[src/rtl/bitmask_sequencer_if.sv]
// bitmask_sequencer_if
//   Handshake/bus bundle for bitmask_sequencer.
//   master: requester/consumer side (drives start, mask, abort, out_ready, base).
//   slave : sequencer side (drives busy, out_valid, idx, last, count, done, addr).
//   Optional macro BMSEQ_ADDR_EN adds base (in) / addr (out).
interface bitmask_sequencer_if #(
  parameter int WIDTH = 32,
  parameter int IDX_W = 5
);
  logic             start;
  logic [WIDTH-1:0] mask;
  logic             abort;
  logic             busy;
  logic             out_valid;
  logic             out_ready;
  logic [IDX_W-1:0] idx;
  logic             last;
  logic [IDX_W:0]   count;
  logic             done;
`ifdef BMSEQ_ADDR_EN
  logic [31:0]      base;
  logic [31:0]      addr;

  modport master (output start, mask, abort, out_ready, base,
                  input  busy, out_valid, idx, last, count, done, addr);
  modport slave  (input  start, mask, abort, out_ready, base,
                  output busy, out_valid, idx, last, count, done, addr);
`else
  modport master (output start, mask, abort, out_ready,
                  input  busy, out_valid, idx, last, count, done);
  modport slave  (input  start, mask, abort, out_ready,
                  output busy, out_valid, idx, last, count, done);
`endif
endinterface

[src/rtl/bitmask_sequencer.sv]
// bitmask_sequencer
//   Walks a register-list mask and emits the index of each set bit, lowest
//   first, one per accepted valid/ready handshake; pulses done when the mask
//   is exhausted. Used to sequence load/store-multiple transfers.
// Ports:
//   clk   - rising-edge clock
//   rst   - synchronous active-high reset
//   bus   - bitmask_sequencer_if.slave: start/mask/abort in, busy/out_valid/
//           idx/last/count/done out, out_ready in.
// Optional macro BMSEQ_ADDR_EN: captures bus.base on start and drives
//   bus.addr = base + 4*count, wrapping modulo 2^32.
module bitmask_sequencer #(
  parameter int WIDTH = 32,
  parameter int IDX_W = 5
) (
  input  logic              clk,
  input  logic              rst,
  bitmask_sequencer_if.slave bus
);

  typedef enum logic [1:0] {
    S_IDLE,
    S_RUN,
    S_DONE
  } state_t;

  state_t           state_q, state_d;
  logic [WIDTH-1:0] pending_q, pending_d;
  logic [IDX_W:0]   count_q, count_d;
`ifdef BMSEQ_ADDR_EN
  logic [31:0]      addr_q, addr_d;
`endif

  logic [IDX_W-1:0] lsb_idx;
  logic             lsb_found;
  logic [WIDTH-1:0] pending_clr;
  logic             hs;

  // Lowest-set-bit finder; its all-ones "no bit" code is masked off idx below.
  always_comb begin
    lsb_idx   = '1;
    lsb_found = 1'b0;
    for (int unsigned i = 0; i < WIDTH; i++) begin
      if (!lsb_found && pending_q[i]) begin
        lsb_idx   = IDX_W'(i);
        lsb_found = 1'b1;
      end
    end
  end

  // x & (x-1) clears the lowest set bit; zero result means it was the last one.
  assign pending_clr = pending_q & (pending_q - WIDTH'(1));
  assign hs          = (state_q == S_RUN) && bus.out_ready;

  always_comb begin
    state_d   = state_q;
    pending_d = pending_q;
    count_d   = count_q;
`ifdef BMSEQ_ADDR_EN
    addr_d    = addr_q;
`endif
    case (state_q)
      S_IDLE: begin
        if (bus.start) begin
          count_d = '0;
`ifdef BMSEQ_ADDR_EN
          addr_d  = bus.base;
`endif
          if (bus.mask != '0) begin
            pending_d = bus.mask;
            state_d   = S_RUN;
          end else begin
            state_d   = S_DONE;
          end
        end
      end
      S_RUN: begin
        if (hs) begin
          pending_d = pending_clr;
          count_d   = count_q + 1'b1;
`ifdef BMSEQ_ADDR_EN
          addr_d    = addr_q + 32'd4;
`endif
        end
        // Abort wins over completion, but a coincident transfer still counts.
        if (bus.abort) begin
          pending_d = '0;
          state_d   = S_IDLE;
        end else if (hs && pending_clr == '0) begin
          state_d   = S_DONE;
        end
      end
      S_DONE:  state_d = S_IDLE;
      default: state_d = S_IDLE;
    endcase
  end

  always_ff @(posedge clk) begin
    if (rst) begin
      state_q   <= S_IDLE;
      pending_q <= '0;
      count_q   <= '0;
`ifdef BMSEQ_ADDR_EN
      addr_q    <= '0;
`endif
    end else begin
      state_q   <= state_d;
      pending_q <= pending_d;
      count_q   <= count_d;
`ifdef BMSEQ_ADDR_EN
      addr_q    <= addr_d;
`endif
    end
  end

  assign bus.busy      = (state_q != S_IDLE);
  assign bus.out_valid = (state_q == S_RUN);
  assign bus.idx       = (state_q == S_RUN) ? lsb_idx : '0;
  assign bus.last      = (state_q == S_RUN) && (pending_q != '0) && (pending_clr == '0);
  assign bus.count     = count_q;
  assign bus.done      = (state_q == S_DONE);
`ifdef BMSEQ_ADDR_EN
  assign bus.addr      = addr_q;
`endif

endmodule
[src/flat_wrapper.sv]
// flat-port wrapper written by rule: the top's interface ports become plain ports
module bitmask_sequencer_flat 
#(
  parameter int WIDTH = 32,
  parameter int IDX_W = 5
)
  (clk, rst, bus_start, bus_mask, bus_abort, bus_out_ready, bus_busy, bus_out_valid, bus_idx, bus_last, bus_count, bus_done);
  bitmask_sequencer_if #(.WIDTH(WIDTH), .IDX_W(IDX_W)) bus_i ();
  input  logic clk;
  input  logic rst;
  input wire logic [$bits(bus_i.start)-1:0] bus_start;
  input wire logic [$bits(bus_i.mask)-1:0] bus_mask;
  input wire logic [$bits(bus_i.abort)-1:0] bus_abort;
  input wire logic [$bits(bus_i.out_ready)-1:0] bus_out_ready;
  output wire logic [$bits(bus_i.busy)-1:0] bus_busy;
  output wire logic [$bits(bus_i.out_valid)-1:0] bus_out_valid;
  output wire logic [$bits(bus_i.idx)-1:0] bus_idx;
  output wire logic [$bits(bus_i.last)-1:0] bus_last;
  output wire logic [$bits(bus_i.count)-1:0] bus_count;
  output wire logic [$bits(bus_i.done)-1:0] bus_done;
  assign bus_i.start = bus_start;
  assign bus_i.mask = bus_mask;
  assign bus_i.abort = bus_abort;
  assign bus_i.out_ready = bus_out_ready;
  assign bus_busy = bus_i.busy;
  assign bus_out_valid = bus_i.out_valid;
  assign bus_idx = bus_i.idx;
  assign bus_last = bus_i.last;
  assign bus_count = bus_i.count;
  assign bus_done = bus_i.done;
  bitmask_sequencer #(.WIDTH(WIDTH), .IDX_W(IDX_W)) u_core (.clk(clk), .rst(rst), .bus(bus_i));
endmodule
[config.mk]
export PLATFORM = sky130hd
export DESIGN_NAME = bitmask_sequencer_flat
export DESIGN_NICKNAME = d
export VERILOG_FILES = /design/src/rtl/bitmask_sequencer_if.sv /design/src/rtl/bitmask_sequencer.sv /design/src/flat_wrapper.sv
export SDC_FILE = /design/constraint.sdc
export NUM_CORES = 1
export LEC_CHECK = 0
export BUFFER_PORTS_ARGS = -buffer_cell sky130_fd_sc_hd__buf_2
export CORE_MARGIN = 2
export CORE_UTILIZATION = 59
export DETAILED_ROUTE_END_ITERATION = 8
export HOLD_SLACK_MARGIN = 0.12
export PLACE_DENSITY_LB_ADDON = 0.3
export SLEW_MARGIN = 20
export SYNTH_ARGS = -nofsm -noshare
export SYNTH_HDL_FRONTEND = slang
export SYNTH_SLANG_ARGS = --single-unit
[constraint.sdc]
create_clock -name clk -period 4.33 [get_ports clk]
set_input_delay 0.433 -clock clk [delete_from_list [all_inputs] [get_ports clk]]
set_output_delay 0.433 -clock clk [all_outputs]
set_load 0.1 [all_outputs]
==> impl_summary.md, run 1 <==
Global route
Entering global routing, the biggest net connects 38 pins. The via count of the first global-routing pass was ~2,700. Global routing finished with a remaining overflow of 0. The number of antenna violations at the first check in global routing was 0. The first global-routing pass estimated approximately 13 mm of wire. The global-route usage over all layers is 0.328.

Route
After the first detailed-routing iteration, the DRC count stood at just under 400. The count of nets left with antenna violations once routing finished came out at 0. The routed metal-1 wirelength is roughly 3.2 mm. The total length of routed met2 wires is around 3.7 mm. After detailed routing, the average wire length per cell comes to ~18 um. The number of design rule violations left after detail routing is 0.

Signal routing reaches up to met4. The routed design has around 8.1 mm of wire. The total iterations of the first detailed-routing run is 6.

The average via count per standard cell is roughly 6.8. The final route contains a little over 3,000 vias. The length of routed met3 wiring is around 820 um.

Power
VDD sags by at most around 0.00032 V. The leakage power of the design is between 1 and 1.5 nW. Dividing total power by cell area gives a power density of 429 nW/um2.

Logic synthesis
The simple-gate share of the synthesized area is 0.297. The proportion of register bits with asynchronous set or reset after synthesis is 0. By count the netlist is led by 54 x nor2_1, 40 x dfxtp_1, 38 x o21ai_0, 29 x nand2_1, 24 x a21oi_1. In the post-synthesis netlist, the biggest area contributors are dfxtp_1 31%, nor2_1 7.9%, o21ai_0 7.4%, a22oi_1 6.7%, a21oi_1 4.7%. The count of cell types in the netlist is 59. Measured against the total synthesized area, the mux share comes to 0.00389.

A synthesized cell averages ~7.3 um2. The biggest area consumer among synthesized cells is dfxtp_1. The part of the Yosys area used for sequential elements is 0.311.

The compound-gate portion of the synthesized area is 0.311. After synthesis, the largest family of logic cells by area is compound AO/OA/AOI/OAI gates. Of the total synthesized cell area, the portion taken by XOR and XNOR cells is 0.0170. The count of flip-flops with a built-in enable after synthesis is 0. Synthesis produced a netlist with a net count of just under 400.

After technology mapping, the gate count stands at approximately 350. The number of synthesized register bits is 40. The number of warnings printed during yosys synthesis is 0. Of the total synthesized cell area, the portion taken by full adders, half adders and majority gates is 0.0126.

The share of synthesized area in the top cell type comes to 0.311. Yosys instantiated no cell more often than nor2_1. The summed instance area of the synthesized netlist is between 2000 and 3000 um2. The commonest register cell after synthesis is dfxtp_1.

Worst setup path
The signal on the critical path passes through or3_1 > or4_4 > o32ai_2 > nand2_1 > nor4_1 > o2111ai_1 > nor4_2 > buf_2. STA classifies the critical path endpoint as an output pin. The required arrival time at the worst endpoint is 3.90 ns. On the worst path, the slowest cell contributes a delay of 0.60 ns.

The worst-path cell with the longest stage delay is or4_4. The data arrival time of the critical path is between 3 and 4 ns. The critical path start-end classification is register to output pin.

Along the worst path, the maximum fanout reaches 6. For the worst flop-to-flop path, the logic depth is 10. The worst setup path is launched from a register.

Run status
The flow ran to the end, and the final reports show no timing, DRC or antenna violations.

Worst hold path
Counting instances, the worst hold path has a depth of 3. The kind of path behind the tightest hold check is primary input to register.

CTS
The clock tree synthesis step divided the H-tree into 2 levels. The number of buffers inserted by post-CTS setup repair is 0. At the later pin of the worst-skew pair, clock insertion delay measures 0.30 ns.

The tree built by TritonCTS fans out to 40 sinks. TritonCTS built the clock tree. After clock tree synthesis, the repair step resized 0 gates.

The number of hold-repair buffers added at the cts stage is 0. The total clock buffers created by CTS is 5. The buffer levels on the longest clock path is 2. The clock input transition at the sequential cells of the worst setup and hold paths is about 0.080 ns. The tree is rooted in a clkbuf_8.

Cells and area
The antenna diode count is 0. After routing the design area is slightly below 3000 um2. The share of final-layout standard cells stronger than drive strength 1 is 0.197.

Counting the fill cells in the layout gives approximately 380. The layout-stage area growth over the synthesis result is 15.8%. At the end of the flow the core is filled with cells to 0.695. The final net count is 433.

Place
The weighted congestion reported at the end of routability-driven placement is around 0.95. In this run the tool buffered the top-level ports with 51 buffer cells. Detailed placement finished with a half-perimeter wire length of about 5.7 mm. Once placement finished, the instance area stood at 2880 um2.

STA
Across the routed clock network, the largest skew measured is between 0.008 and 0.009 ns. The count of pins over their slew limit is 0. Setup violations remaining at the end of the flow were counted as 0. The number of hold violations in the final report is 0. For the pin with the worst max-slew slack, the measured transition is roughly 1.1 ns. Setup repair after global routing left no endpoint under its margin. In the finished design, the share of the clock period the worst path needs comes to 0.859. The worst slew slack as a fraction of its limit is 0.250. The final critical-path required period is around 3.7 ns.

Static timing analysis puts the maximum clock frequency at ~270 MHz.

Floorplan
The floorplan step set the die height to around 70 um. The horizontal extent of the die is between 70 and 80 um. The initial cell density of the core is 0.600. The core area is 4290 um2. The die area is approximately 5000 um2. The top-level I/O count is 52. The row count is 24.

Flow run
The tool flagged a number of max-cap violations equal to 0.
cells by family (layout without fill, tap and decap cells):
family | Yosys count | after routing
buffers and inverters | 29 | 73
AND/OR/NAND/NOR | 153 | 153
flip-flops | 40 | 40
multiplexers | 1 | 1
XOR/XNOR | 5 | 5
adder cells (fa/ha/maj) | 3 | 3
AO/OA/AOI/OAI | 121 | 121
cell usage in the layout (no fill, tap or decap), types with 7 or more instances in the layout:
cell and instances:
nor4_1 16, nand2_1 29, o21ai_0 38, inv_1 9, buf_2 51, nor2_1 53
a21oi_1 24, or3_1 7, dfxtp_1 40, nor3_1 12, a22oi_1 23
layout make-up:
| cell class | instances | area (um2) | area share |
|---|---|---|---|
| clock buffers | 6 | 72.6 | 0.0243 |
| clock inverters | 2 | 35.0 | 0.0117 |
| inverters | 10 | 37.5 | 0.0126 |
| multi-input cells | 283 | 1670 | 0.561 |
| flip-flops and latches | 40 | 801 | 0.268 |
| well taps | 52 | 65.1 | 0.0218 |
| repair buffers | 55 | 298 | 0.0998 |
worst paths after layout:
kind                        startpoint                    to  slack [ns]
setup / recovery  u_core.pending_q[15]              bus_last        0.61
hold / removal            bus_mask[24]  u_core.pending_q[24]        0.38
hold reg to reg    u_core.bus.count[5]   u_core.bus.count[5]        0.51
setup reg to reg     u_core.state_q[1]  u_core.pending_q[19]        1.27
state kept, by name (all words and copies together), names as in the netlist:
signal,cells
u_core.pending_q,32
u_core.bus.count,6
u_core.state_q,2
per-stage QoR:
| stage | total power [mW] | setup WS (ns) | hold WS [ns] | cells | setup TNS (ns) |
|---|---|---|---|---|---|
| final | 1.28 | 0.609 | 0.382 | 448 | 0 |
| after global routing | 1.34 | 0.410 | 0.391 | 448 | 0 |
| after CTS | 1.27 | 0.631 | 0.382 | 448 | 0 |
| after detailed placement | 0.965 | 0.967 | 0.500 | 440 | 0 |
| after global placement | 0.957 | 1.01 | 0.486 | 440 | 0 |
| after floorplan | 0.841 | -0.740 | 0.487 | 352 | -1.16 |
where the power goes:
part	switching, mW	internal (mW)
registers	0.0578	0.401
clock network	0.133	0.171
logic	0.348	0.170
total	0.539	0.742
worst max-delay path: cells and delay by family (launching register included):
kind,cells,cell delay [ns]
flops,1,0.36
buf+inv,1,0.47
simple gates,5,1.72
compound gates,2,0.42
metal layers:
metal / vias up / global-route usage
li1: 1417 / -
met1: 1396 / 0.432
met2: 194 / 0.526
met3: 34 / 0.0606
met4: 0 / 0.145
met5: - / 0
Power figures use the tool's default switching activity.
==> run 2, diff against run 1 <==
- CORE_UTILIZATION: 59 -> 40
==> run 2 against run 1 <==
  * Fmax rose by 0.70%
  * Via count fell by 5.3%
  * Combinational power fell by 3%
  * Routed wire length fell by 2.2%
  * Final cell count rose by 5.4%
  * Largest cell class unchanged
  * First-iteration DRC count fell by 37%
  * Die area rose by 45%
  * Setup slack improved by 0.026 ns
  * Critical path depth did not move
  * Clock-buffer cell count did not move
  * Global-route usage fell by 10 points
  * Sequential cell count did not move
==> impl_summary.md, run 2 (synthesized netlist as in run 1, its figures left out) <==
Route
The number of antenna-violating nets in the routed design is 0 (unchanged). The number of vias after detailed routing came to 2,881 (-5.3%). The average via count per standard cell was 6.10 (-10%). The total iterations of the first detailed-routing run is 5 (-1).

The number of design rule violations left after detail routing came to 0 (unchanged). The post-detailed-route wirelength per cell is 16.7 um (-7.2%). The post-detailed-routing wire length is 7.88 mm (-2.2%). The first-iteration detailed-routing DRC count was 252 (-37%).

STA
The count of pins over their slew limit is 0 (unchanged). The final worst hold slack is 0.374 ns (-0.00832 ns). The maximum clock frequency was 271 MHz (+0.70%). Setup repair after global routing left no endpoint under its margin. The worst slew slack as a fraction of its limit came to 0.330 (+0.0794). The number of hold violations in the final report is 0 (unchanged). The slew at the pin closest to its max-slew limit came to 1.00 ns (-0.119 ns). The total negative slack for setup checks came to 0 ns (unchanged). The number of endpoints failing setup at the final stage is 0 (unchanged). The final critical-path required period came to 3.70 ns (-0.0258 ns).

The share of the clock period used by the worst path after layout is 0.853 (-0.00596). The post-route clock skew is 0.00275 ns (-0.00533 ns).

CTS
The count of H-tree levels built during CTS is 2 (unchanged). The number of cells upsized or downsized after cts is 0 (unchanged). The clock network latency to the later pin of the worst-skew pair is 0.30 ns (about the same). The number of buffers inserted by post-CTS setup repair was 0 (unchanged). The clock tree from TritonCTS is done. In this run the clock root is driven by a clkbuf_8. The number of hold-repair buffers added at the cts stage is 0 (unchanged). The buffer levels on the longest clock path is 2 (unchanged).

The clock input transition at the sequential cells of the worst setup and hold paths came to 0.08 ns (about the same). The total clock sinks came to 40 (unchanged). The total clock buffers created by CTS came to 5 (unchanged).

Worst setup path
The number of buffers and inverters on the critical path is 1 (unchanged). The depth of the worst register-to-register path is 10 (unchanged). The signal on the critical path passes through or3_1 > or4_4 > o32ai_2 > nand2_1 > nor4_1 > o2111ai_1 > nor4_2 > buf_2. The highest cell delay on the worst timing path is 0.60 ns (about the same). STA classifies the critical path startpoint as a register. The required arrival time at the worst endpoint is 3.90 ns (about the same). The critical path start-end classification is register to output pin. The maximum fanout along the worst path was 6 (unchanged). The depth of the critical timing path with buffers and inverters included is 8 (unchanged).

The most critical setup path has its endpoint at bus_last. The beginning of the worst register-to-register path is u_core.state_q[1]. The data arrival time of the critical path came to 3.26 ns (-0.03 ns).

The register-to-register setup slack is 1.28 ns (about the same). Broken down by cell family, the worst path's largest delay share belongs to simple AND/OR/NAND/NOR gates. STA classifies the critical path endpoint as an output pin. In this run the worst setup path begins at u_core.pending_q[14]. The end of the worst register-to-register path is u_core.pending_q[7]. The worst-path cell with the longest stage delay is or4_4.

Floorplan
The floorplan die height was 84.3 um (+20%). The top-level I/O count is 52 (unchanged). The horizontal extent of the die is 84.3 um (+20%).

The initial cell density of the core came to 0.410 (-0.190). The die area was 7100 um2 (+45%). The core area is 6280 um2 (+46%).

The row count was 29 (+21%).

Power
The leakage power of the design was 1.17 nW (-1.6%). The power per cell area came to 405 nW/um2 (-5.7%). The combinational share of power is 0.419 (+0.014).

The relative contribution of the clock network to total power is 0.200 (-0.037). The sequential power share is 0.380 (+0.022). The switching portion of total power was 0.439 (+0.0180).

The worst IR drop on VDD is 0.000204 V (-36%). The net switching power figure is 528 uW (-2.0%). The total internal power is 675 uW (-8.9%).

Run status
The flow ran to the end, and the final reports show no timing, DRC or antenna violations.

Cells and area
The end-of-flow core utilization is 0.473 (-0.221). Leaving out fill and tap cells, the most frequent cell in the layout is nor2_1. The final net count was 433 (unchanged). The non-filler instance count after layout is 472 (+5.4%). The area of the multi-input gates is 1670 um2 (unchanged).

The flip-flop count of the largest register, all copies and words added is 32 (unchanged). The largest register by flop count is u_core.pending_q. The total of fill cells in the finished design is 643 (+68%). Relative to the synthesized area, the layout overhead comes to 15.3%. The share of final-layout standard cells stronger than drive strength 1 is 0.195 (-0.00203). The antenna diode count is 0 (unchanged). In the layout the commonest cells are 53 x nor2_1, 51 x buf_2, 40 x dfxtp_1.

The sequential cell area in the final layout was 801 um2 (unchanged).

Place
The total of buffers placed on input and output ports is 51 (unchanged). The placed wire-length estimate after detailed placement is 5.74 mm (+0.59%). The count of placed standard cells including taps is 465 (+5.7%). The weighted congestion reported at the end of routability-driven placement is 0.944 (-0.50%).

Global route
The global-route usage over all layers is 0.225 (-0.103). The global-route wire length before repair was 13.0 mm (+0.70%). The maximum number of pins on one net before global-route repair is 38 (unchanged).

The number of antenna violations at the first check in global routing is 0 (unchanged). The via count of the first global-routing pass was 2,676 (-1.8%). The total congestion overflow is 0 (unchanged).

Worst hold path
The tightest min-delay check is of the primary input to register type.

Flow run
The max-capacitance violation count is 0 (unchanged).
## run 2: worst min path at each step
stage / endpoint / slack (ns) / from / depth (start not counted)
2_1_floorplan: u_core.pending_q[22] / 0.49 / u_core.pending_q[22] / 2
3_3_place_gp: u_core.bus.count[1] / 0.49 / u_core.bus.count[1] / 2
3_5_place_dp: u_core.bus.count[1] / 0.50 / u_core.bus.count[1] / 2
4_1_cts: u_core.pending_q[24] / 0.38 / bus_mask[24] / 3
5_1_grt: u_core.pending_q[24] / 0.39 / bus_mask[24] / 3
6_report: u_core.pending_q[25] / 0.37 / bus_mask[25] / 3
## run 2: metal layers
layer / part of all wire / global-route usage / vias to the layer above
met5: 0 / 0 / -
met4: 0.020 / 0.0865 / 0
met3: 0.059 / 0.0354 / 18
met2: 0.45 / 0.359 / 114
met1: 0.47 / 0.305 / 1344
li1: - / - / 1405
## run 2: stage by stage
stage               cell area, um2  setup slack, ns  total power, mW
finish                        2970            0.635             1.20
global route                  2970            0.381             1.28
CTS                           2970            0.633             1.20
detailed placement            2890            0.974            0.963
global placement              2890             1.00            0.957
floorplan                     2600           -0.740            0.841
## run 2: area by class of cell
cell class | instances | area share
inverter | 10 | 0.0126
timing repair buffer | 55 | 0.0960
sequential | 40 | 0.269
clock inverter | 1 | 0.00168
multi-input combinational | 283 | 0.563
clock buffer | 6 | 0.0244
tap | 77 | 0.0324
## run 2: power by group through the flow
| stage | clock, mW | combinational, mW | sequential, mW |
|---|---|---|---|
| 2_1_floorplan | 0 | 0.390 | 0.451 |
| 6_report | 0.241 | 0.505 | 0.458 |
| 5_1_grt | 0.260 | 0.553 | 0.465 |
| 3_3_place_gp | 0 | 0.496 | 0.461 |
| 4_1_cts | 0.244 | 0.502 | 0.455 |
| 3_5_place_dp | 0 | 0.500 | 0.462 |
## run 2: worst reg2reg max path, delay by kind of cell (launching register included)
family / cells / cell delay, ns
flip-flops: 1 / 0.44
AND/OR/NAND/NOR: 5 / 1.15
AO/OA/AOI/OAI: 2 / 0.61
buffers and inverters: 3 / 0.78
